$ cat src/rtl/iiitb_sd_serializer.sv
// -----------------------------------------------------------------------------
// iiitb_sd_serializer
//
// Parallel-to-serial front end for the sequence detector. WIDTH-bit words are
// accepted over a valid/ready handshake and shifted out one bit per clock on
// sequence_out. The next word can be accepted on the last-bit edge, so
// back-to-back words stream with no bubble. While idle the line sits at 0.
//
// Handshake: a word transfers on a rising edge where data_valid && data_ready.
// data_ready depends only on reset, state and cnt (never on data_valid), so a
// producer may drive data_valid from data_ready without forming a loop.
//
// Parameters:
//   WIDTH      bits per word, 2..32
//   MSB_FIRST  1: bit WIDTH-1 is sent first; 0: bit 0 is sent first
//
// Ports:
//   clock         rising-edge clock
//   reset         synchronous, active-high reset
//   data_in       parallel word to serialize
//   data_valid    data_in is valid this cycle
//   data_ready    block accepts data_in this cycle (0 while reset is high)
//   sequence_out  serial bit stream (registered), 0 when idle
//   bit_valid     sequence_out carries a payload bit
//   busy          FSM is in SHIFT (exposes the state for checkers)
//   words_sent    count of fully transmitted words, wraps at 16 bits
// -----------------------------------------------------------------------------
module iiitb_sd_serializer #(
    parameter int WIDTH     = 8,
    parameter bit MSB_FIRST = 1'b1
) (
    input  logic             clock,
    input  logic             reset,
    input  logic [WIDTH-1:0] data_in,
    input  logic             data_valid,
    output logic             data_ready,
    output logic             sequence_out,
    output logic             bit_valid,
    output logic             busy,
    output logic [15:0]      words_sent
);

    localparam int            CW   = (WIDTH > 1) ? $clog2(WIDTH) : 1;
    localparam logic [CW-1:0] LAST = CW'(WIDTH - 1);

    typedef enum logic {
        IDLE  = 1'b0,
        SHIFT = 1'b1
    } state_t;

    state_t           state;
    state_t           state_next;
    logic [WIDTH-1:0] sreg;
    logic [CW-1:0]    cnt;
    logic [15:0]      words_q;
    logic             last_bit;
    logic             accept;

    assign last_bit = (state == SHIFT) && (cnt == LAST);
    assign accept   = data_valid && data_ready;

    // ---------------------------------------------------------------- state
    always_ff @(posedge clock) begin
        if (reset) begin
            state <= IDLE;
        end else begin
            state <= state_next;
        end
    end

    // ----------------------------------------------------------- next state
    always_comb begin
        state_next = state;
        case (state)
            IDLE: begin
                if (accept) begin
                    state_next = SHIFT;
                end
            end
            SHIFT: begin
                // On the last bit either reload (stay) or fall back to idle.
                if (last_bit && !accept) begin
                    state_next = IDLE;
                end
            end
            default: state_next = IDLE;
        endcase
    end

    // -------------------------------------------------------------- outputs
    always_comb begin
        data_ready = 1'b0;
        bit_valid  = 1'b0;
        busy       = 1'b0;
        case (state)
            IDLE: begin
                data_ready = !reset;
            end
            SHIFT: begin
                data_ready = !reset && (cnt == LAST);
                bit_valid  = 1'b1;
                busy       = 1'b1;
            end
            default: begin
                data_ready = 1'b0;
            end
        endcase
    end

    // The output end of sreg is the serial line itself. Zeros are shifted in
    // behind the payload, so after the final shift sreg is all zero and the
    // line idles at 0 without any extra gating.
    assign sequence_out = MSB_FIRST ? sreg[WIDTH-1] : sreg[0];
    assign words_sent   = words_q;

    // ------------------------------------------------------------- datapath
    always_ff @(posedge clock) begin
        if (reset) begin
            sreg    <= '0;
            cnt     <= '0;
            words_q <= '0;
        end else begin
            if (accept) begin
                sreg <= data_in;
                cnt  <= '0;
            end else if (state == SHIFT) begin
                if (MSB_FIRST) begin
                    sreg <= {sreg[WIDTH-2:0], 1'b0};
                end else begin
                    sreg <= {1'b0, sreg[WIDTH-1:1]};
                end
                cnt <= last_bit ? '0 : cnt + CW'(1);
            end
            if (last_bit) begin
                words_q <= words_q + 16'd1;
            end
        end
    end

endmodule

$ cat config.mk
export PLATFORM = sky130hd
export DESIGN_NAME = iiitb_sd_serializer
export DESIGN_NICKNAME = d
export VERILOG_FILES = /design/src/rtl/iiitb_sd_serializer.sv
export SDC_FILE = /design/constraint.sdc
export NUM_CORES = 1
export LEC_CHECK = 0
export CAP_MARGIN = 20
export CORE_MARGIN = 4
export CORE_UTILIZATION = 30
export CTS_BUF_LIST = sky130_fd_sc_hd__clkbuf_4
export CTS_CLUSTER_SIZE = 28
export DETAILED_ROUTE_END_ITERATION = 6
export HOLD_SLACK_MARGIN = 0.1
export PLACE_DENSITY = 0.51
export SYNTH_ARGS = -nofsm -noshare
export SYNTH_HDL_FRONTEND = slang
export SYNTH_SLANG_ARGS = --single-unit
export TNS_END_PERCENT = 20
$ cat constraint.sdc
create_clock -name clock -period 3.8 [get_ports clock]
set_input_delay 0.76 -clock clock [delete_from_list [all_inputs] [get_ports clock]]
set_output_delay 0.76 -clock clock [all_outputs]
set_load 0.05 [all_outputs]
## Yosys cells after proc, flatten, opt, wreduce, memory -nomap -nowiden

Cells that the tools add are included.

| word-level totals | value |
|---|---|
| register bits after elaboration | 28 |
| bits of input ports | 11 |
| output and inout port bits | 20 |
| logic and storage cells | 24 |

| cells by class | value |
|---|---|
| $add $sub $neg | 2 |
| equal/unequal tests | 1 |
| mux-type cells | 8 |
| bitwise operators | 1 |
| reductions and logical operators | 8 |

Operators with widths:

| operator | number |
|---|---|
| adder 16 x 1 -> 16 bit, second input constant | 1 |
| two-way mux 8 bit | 2 |
| logical AND 1 bit | 4 |
| case mux 1 bit (2 select lines) | 2 |
| adder 3 x 1 -> 3 bit, second input constant | 1 |
| == test 3 bit, second input constant | 1 |
| two-way mux 1 bit | 3 |
| two-way mux 3 bit | 1 |
| logical NOT 1 bit | 2 |
| nonzero test 2 bit | 1 |
| OR reduction 2 bit | 1 |
| NOT 1 bit | 1 |

## Longest topological paths before layout

| depth | value |
|---|---|
| depth in word-level cells | 8 |
| mapped depth | 7 |
| depth with buffers taken out | 6 |

## Worst setup path before layout

Ideal clock, no wire load.

| timing | value |
|---|---|
| path kind | reg2out |
| from | register cnt[0] |
| to | output port data_ready |
| arrival | 1.603 ns |
| required time | 3.040 ns |
| slack | 1.437 ns |
| stages on the path, launching flop included | 5 |
| path buffers | 0 |
| path through | dfxtp_1 -> ha_1 -> ha_1 -> and2b_1 -> nor2_1 |

| between the ends | value |
|---|---|
| word-level cells in the longest chain between the ends | 3 |

Ends and longest elaborated chain:

| item | line | source |
|---|---|---|
| start, declared | 54 | `logic [CW-1:0] cnt;` |
| start signal, assigned | 132 | `cnt <= last_bit ? '0 : cnt + CW'(1);` |
| == test 3 bit | 100 | `data_ready = !reset && (cnt == LAST);` |
| logical AND 1 bit | 100 |  |
| case mux 1 bit (2 select lines) | 95 | `case (state)` |
| end, declared | 36 | `output logic data_ready,` |

No other way between the ends.

## Worst setup path in the final report

| timing | value |
|---|---|
| from | input port reset |
| to | output port data_ready |

| between the ends | value |
|---|---|
| word-level cells in the longest chain between the ends | 3 |

Ends and longest elaborated chain:

| item | line | source |
|---|---|---|
| start, declared | 33 | `input logic reset,` |
| logical NOT 1 bit * | 97, 100 |  |
| logical AND 1 bit | 100 |  |
| case mux 1 bit (2 select lines) * | 95 |  |

Every way passes the cells marked *; elsewhere a longest branch is shown, timed or not.

==> impl_metrics.yaml <==
run_status:
  status: "finished, final reports clean"
critical_path:
  cp.required_ns: 3.04
  start_kind: "primary input"
  cpMostUsedCell: "buf_4"
  path_delay_family: "buffers and inverters"
  reg2reg_from: "cnt[0]$_SDFFE_PP0P_"
  endpoint_kind: "output pin"
  path_class: "in -> out"
  r2r-end: "words_sent[15]$_SDFFE_PP0P_"
  slowest_delay_ns: 0.46
  crit_chain: "clkdlybuf4s50_1 > buf_4 > nor2_1 > buf_4"
  rrSetupSlack_ns: 1.92
  path_buf_inv: 3
  path_max_fanout: 31
  cpMaxStageDelayCell: "clkdlybuf4s50_1"
  worstPathArrival_ns: 1.83
  rr_worst_depth: 6
pwr:
  p_leak_nw: 0.6315
  power_density_nw_per_um2: 289.5
  vdd.ir_drop.worst_mv: 0.1406
  finalPower_uw: 487.2
sta:
  finalSetupViolations: 0
  tightest_slew_ns: 0.5264
  hold_violations: 0
  fin_crit_ns: 2.586
  skew_ns: 0.006690
  rsz0062_at_grt: "no"
  setup_ws_ns: 1.214
  tns_ns: 0
  slew_headroom_pct: 64.81
  holdWs_ns: 0.5021
  period_share_pct: 68.06
  max_freq_mhz: 386.6
  slew_violations: 0
cts:
  cts_inserted_buffers: 3
  cts_tree: "yes"
  cts_buffer_depth: 2
  htreeDepth: 1
  ctsResizeCount: 0
  postCtsSetupBuffers: 0
  clk_pin_slew_ns: 0.14
  cts_root_buf: "clkbuf_4"
  hold_buffers: 0
  clk_latency_ns: 0.33
  clock-sinks: 28
placement:
  dpl_cell_area_sq_um: 1657
  dp_hpwl_mm: 2.045
  dpl_worst_slack_ns: 1.198
  placed_cells: 215
  gp_congestion: 0.7288
  port_buffers: 30
floorplan:
  boundaryPins: 31
  fp.dieArea_sq_um: 5558
  die_h_um: 74.55
  initial_core_util_pct: 32.07
  fp.dieW_um: 74.55
  row_count: 23
  core-area_sq_um: 4144
routing:
  dr.first_iter.drc_count: 50
  wl_mm: 2.805
  drc: 0
  ant_nets: 0
  via_count: 1043
  first_pass_iters: 3
  via_per_inst: 4.763
  avgRoutedWirePerCell_um: 12.81
yosys:
  yosys.area_share.simple_pct: 27.68
  synth_fa_ha_area_share_pct: 2.825
  yosys.area.top_type_share_pct: 42.18
  avgSynthCellArea_sq_um: 9.424
  synth_top_family_by_area: "simple AND/OR/NAND/NOR gates"
  synth_cells: 141
  yosys_warnings: 0
  syn-num-nets: 155
  synth_top_area_cell: "dfxtp_1"
  netlist_area_sq_um: 1329
  synth.distinct_cells: 30
  synth_mux_area_share_pct: 7.910
  synth.area.top_cells: "dfxtp_1, nor2_1, mux2i_1"
  ys_ff_latch: 28
  synth_seq_area_share_pct: 42.18
  synth_xor_area_share_pct: 8.569
  synth_compound_area_share_pct: 6.685
cells_and_area:
  instances_no_fill: 219
  antenna-diode-count: 0
  fin_util_pct: 40.61
  nNetsFinal: 184
  drive_gt1_share_pct: 7.692
  postLayoutCellArea_sq_um: 1683
  area_growth_pct: 26.65
  fillers: 424
worst_hold_path:
  worstHoldStart: "sreg[0]$_SDFFE_PP0P_"
  holdPathStages: 2
  min_to: "sreg[0]$_SDFFE_PP0P_"
  hold_class: "reg -> reg"
global_route:
  antenna_found_initial: 0
  grt_max_degree: 32
  track_usage_pct: 11.11
  grt_pass1_wl_mm: 4.809
  globalRouteOverflowTotal: 0
  grt_pass1_vias: 1000
run:
  maxCapViolCount: 0
-- sequential cells by signal, summed over array words and instances, names as in the netlist --
signal,count
state,1
sreg,8
words_sent,16
cnt,3
-- logic make-up after synthesis --
| group | Yosys count |
|---|---|
| compound gates | 13 |
| xor+xnor | 13 |
| fa+ha+maj | 3 |
| buf+inv | 10 |
| flops | 28 |
| mux | 10 |
| simple gates | 64 |
-- how the worst max path moves through the flow --
| stage | slack, ns | cells past startpoint | startpoint | end |
|---|---|---|---|---|
| after detailed placement | 1.20 | 4 | reset | data_ready |
| after global placement | 1.21 | 4 | reset | data_ready |
| after CTS | 1.19 | 4 | reset | data_ready |
| after global routing | 1.11 | 4 | reset | data_ready |
| after floorplan | 1.44 | 4 | cnt[0]$_SDFFE_PP0P_ | data_ready |
| final | 1.21 | 4 | reset | data_ready |
-- layer usage --
layer,GRT usage [%],vias to the layer above,wire [um]
li1,-,548,-
met1,16.24,478,1447
met2,16.10,15,1220
met3,3.378,2,116
met4,2.372,0,21
met5,0,-,0
-- power breakdown --
part | internal, mW | switching (mW)
Sequential | 0.301 | 0.00400
Combinational | 0.0258 | 0.0324
Clock | 0.0385 | 0.0852
-- cell usage after synthesis --
master and count:
nand3b_1 1, nor2_1 29, and2b_1 2, nand4_1 6, a211oi_1 8, and4_1 1
nand2_1 4, buf_6 1, a21oi_1 4, xor2_1 7, a31o_2 1, nor3b_1 2
and2_1 3, nand4_4 2, mux2_4 1, nand3_1 5, nand2b_1 1, dfxtp_1 28
and3_2 1, nand3_2 1, clkbuf_1 3, buf_2 2, ha_1 3, xnor2_1 6
mux2i_1 9, inv_1 2, nor3_1 2, nor4_1 3, buf_4 2, nor4_4 1
-- placed cells by master (no fill, tap or decap), drive strengths merged, types with 3 or more instances in the layout --
| cell | synthesis | layout |
|---|---|---|
| nor2 | 29 | 29 |
| clkdlybuf4s50 | 0 | 29 |
| dfxtp | 28 | 28 |
| mux2i | 9 | 9 |
| a211oi | 8 | 8 |
| nand4 | 8 | 8 |
| xor2 | 7 | 7 |
| xnor2 | 6 | 6 |
| nand3 | 6 | 6 |
| a21oi | 4 | 4 |
| nand2 | 4 | 4 |
| nor4 | 4 | 4 |
| and2 | 3 | 3 |
| ha | 3 | 3 |
| clkbuf | 3 | 3 |
| buf | 5 | 3 |
-- cell type report --
| type | count | area, sq um | area share [%] |
|---|---|---|---|
| clock inverters | 1 | 3.754 | 0.2230 |
| multi-input cells | 103 | 713.2 | 42.38 |
| inverters | 2 | 7.507 | 0.4461 |
| repair buffers | 32 | 312.8 | 18.59 |
| well taps | 50 | 62.56 | 3.717 |
| clock buffers | 3 | 22.52 | 1.338 |
| flip-flops and latches | 28 | 560.5 | 33.31 |
-- worst min-delay path, stage by stage (launching register included) --
cell      delay [ns]
dfxtp_1         0.34
nand3b_1        0.07
a21oi_1         0.06
Note: power is estimated with default switching activity, not from simulation.
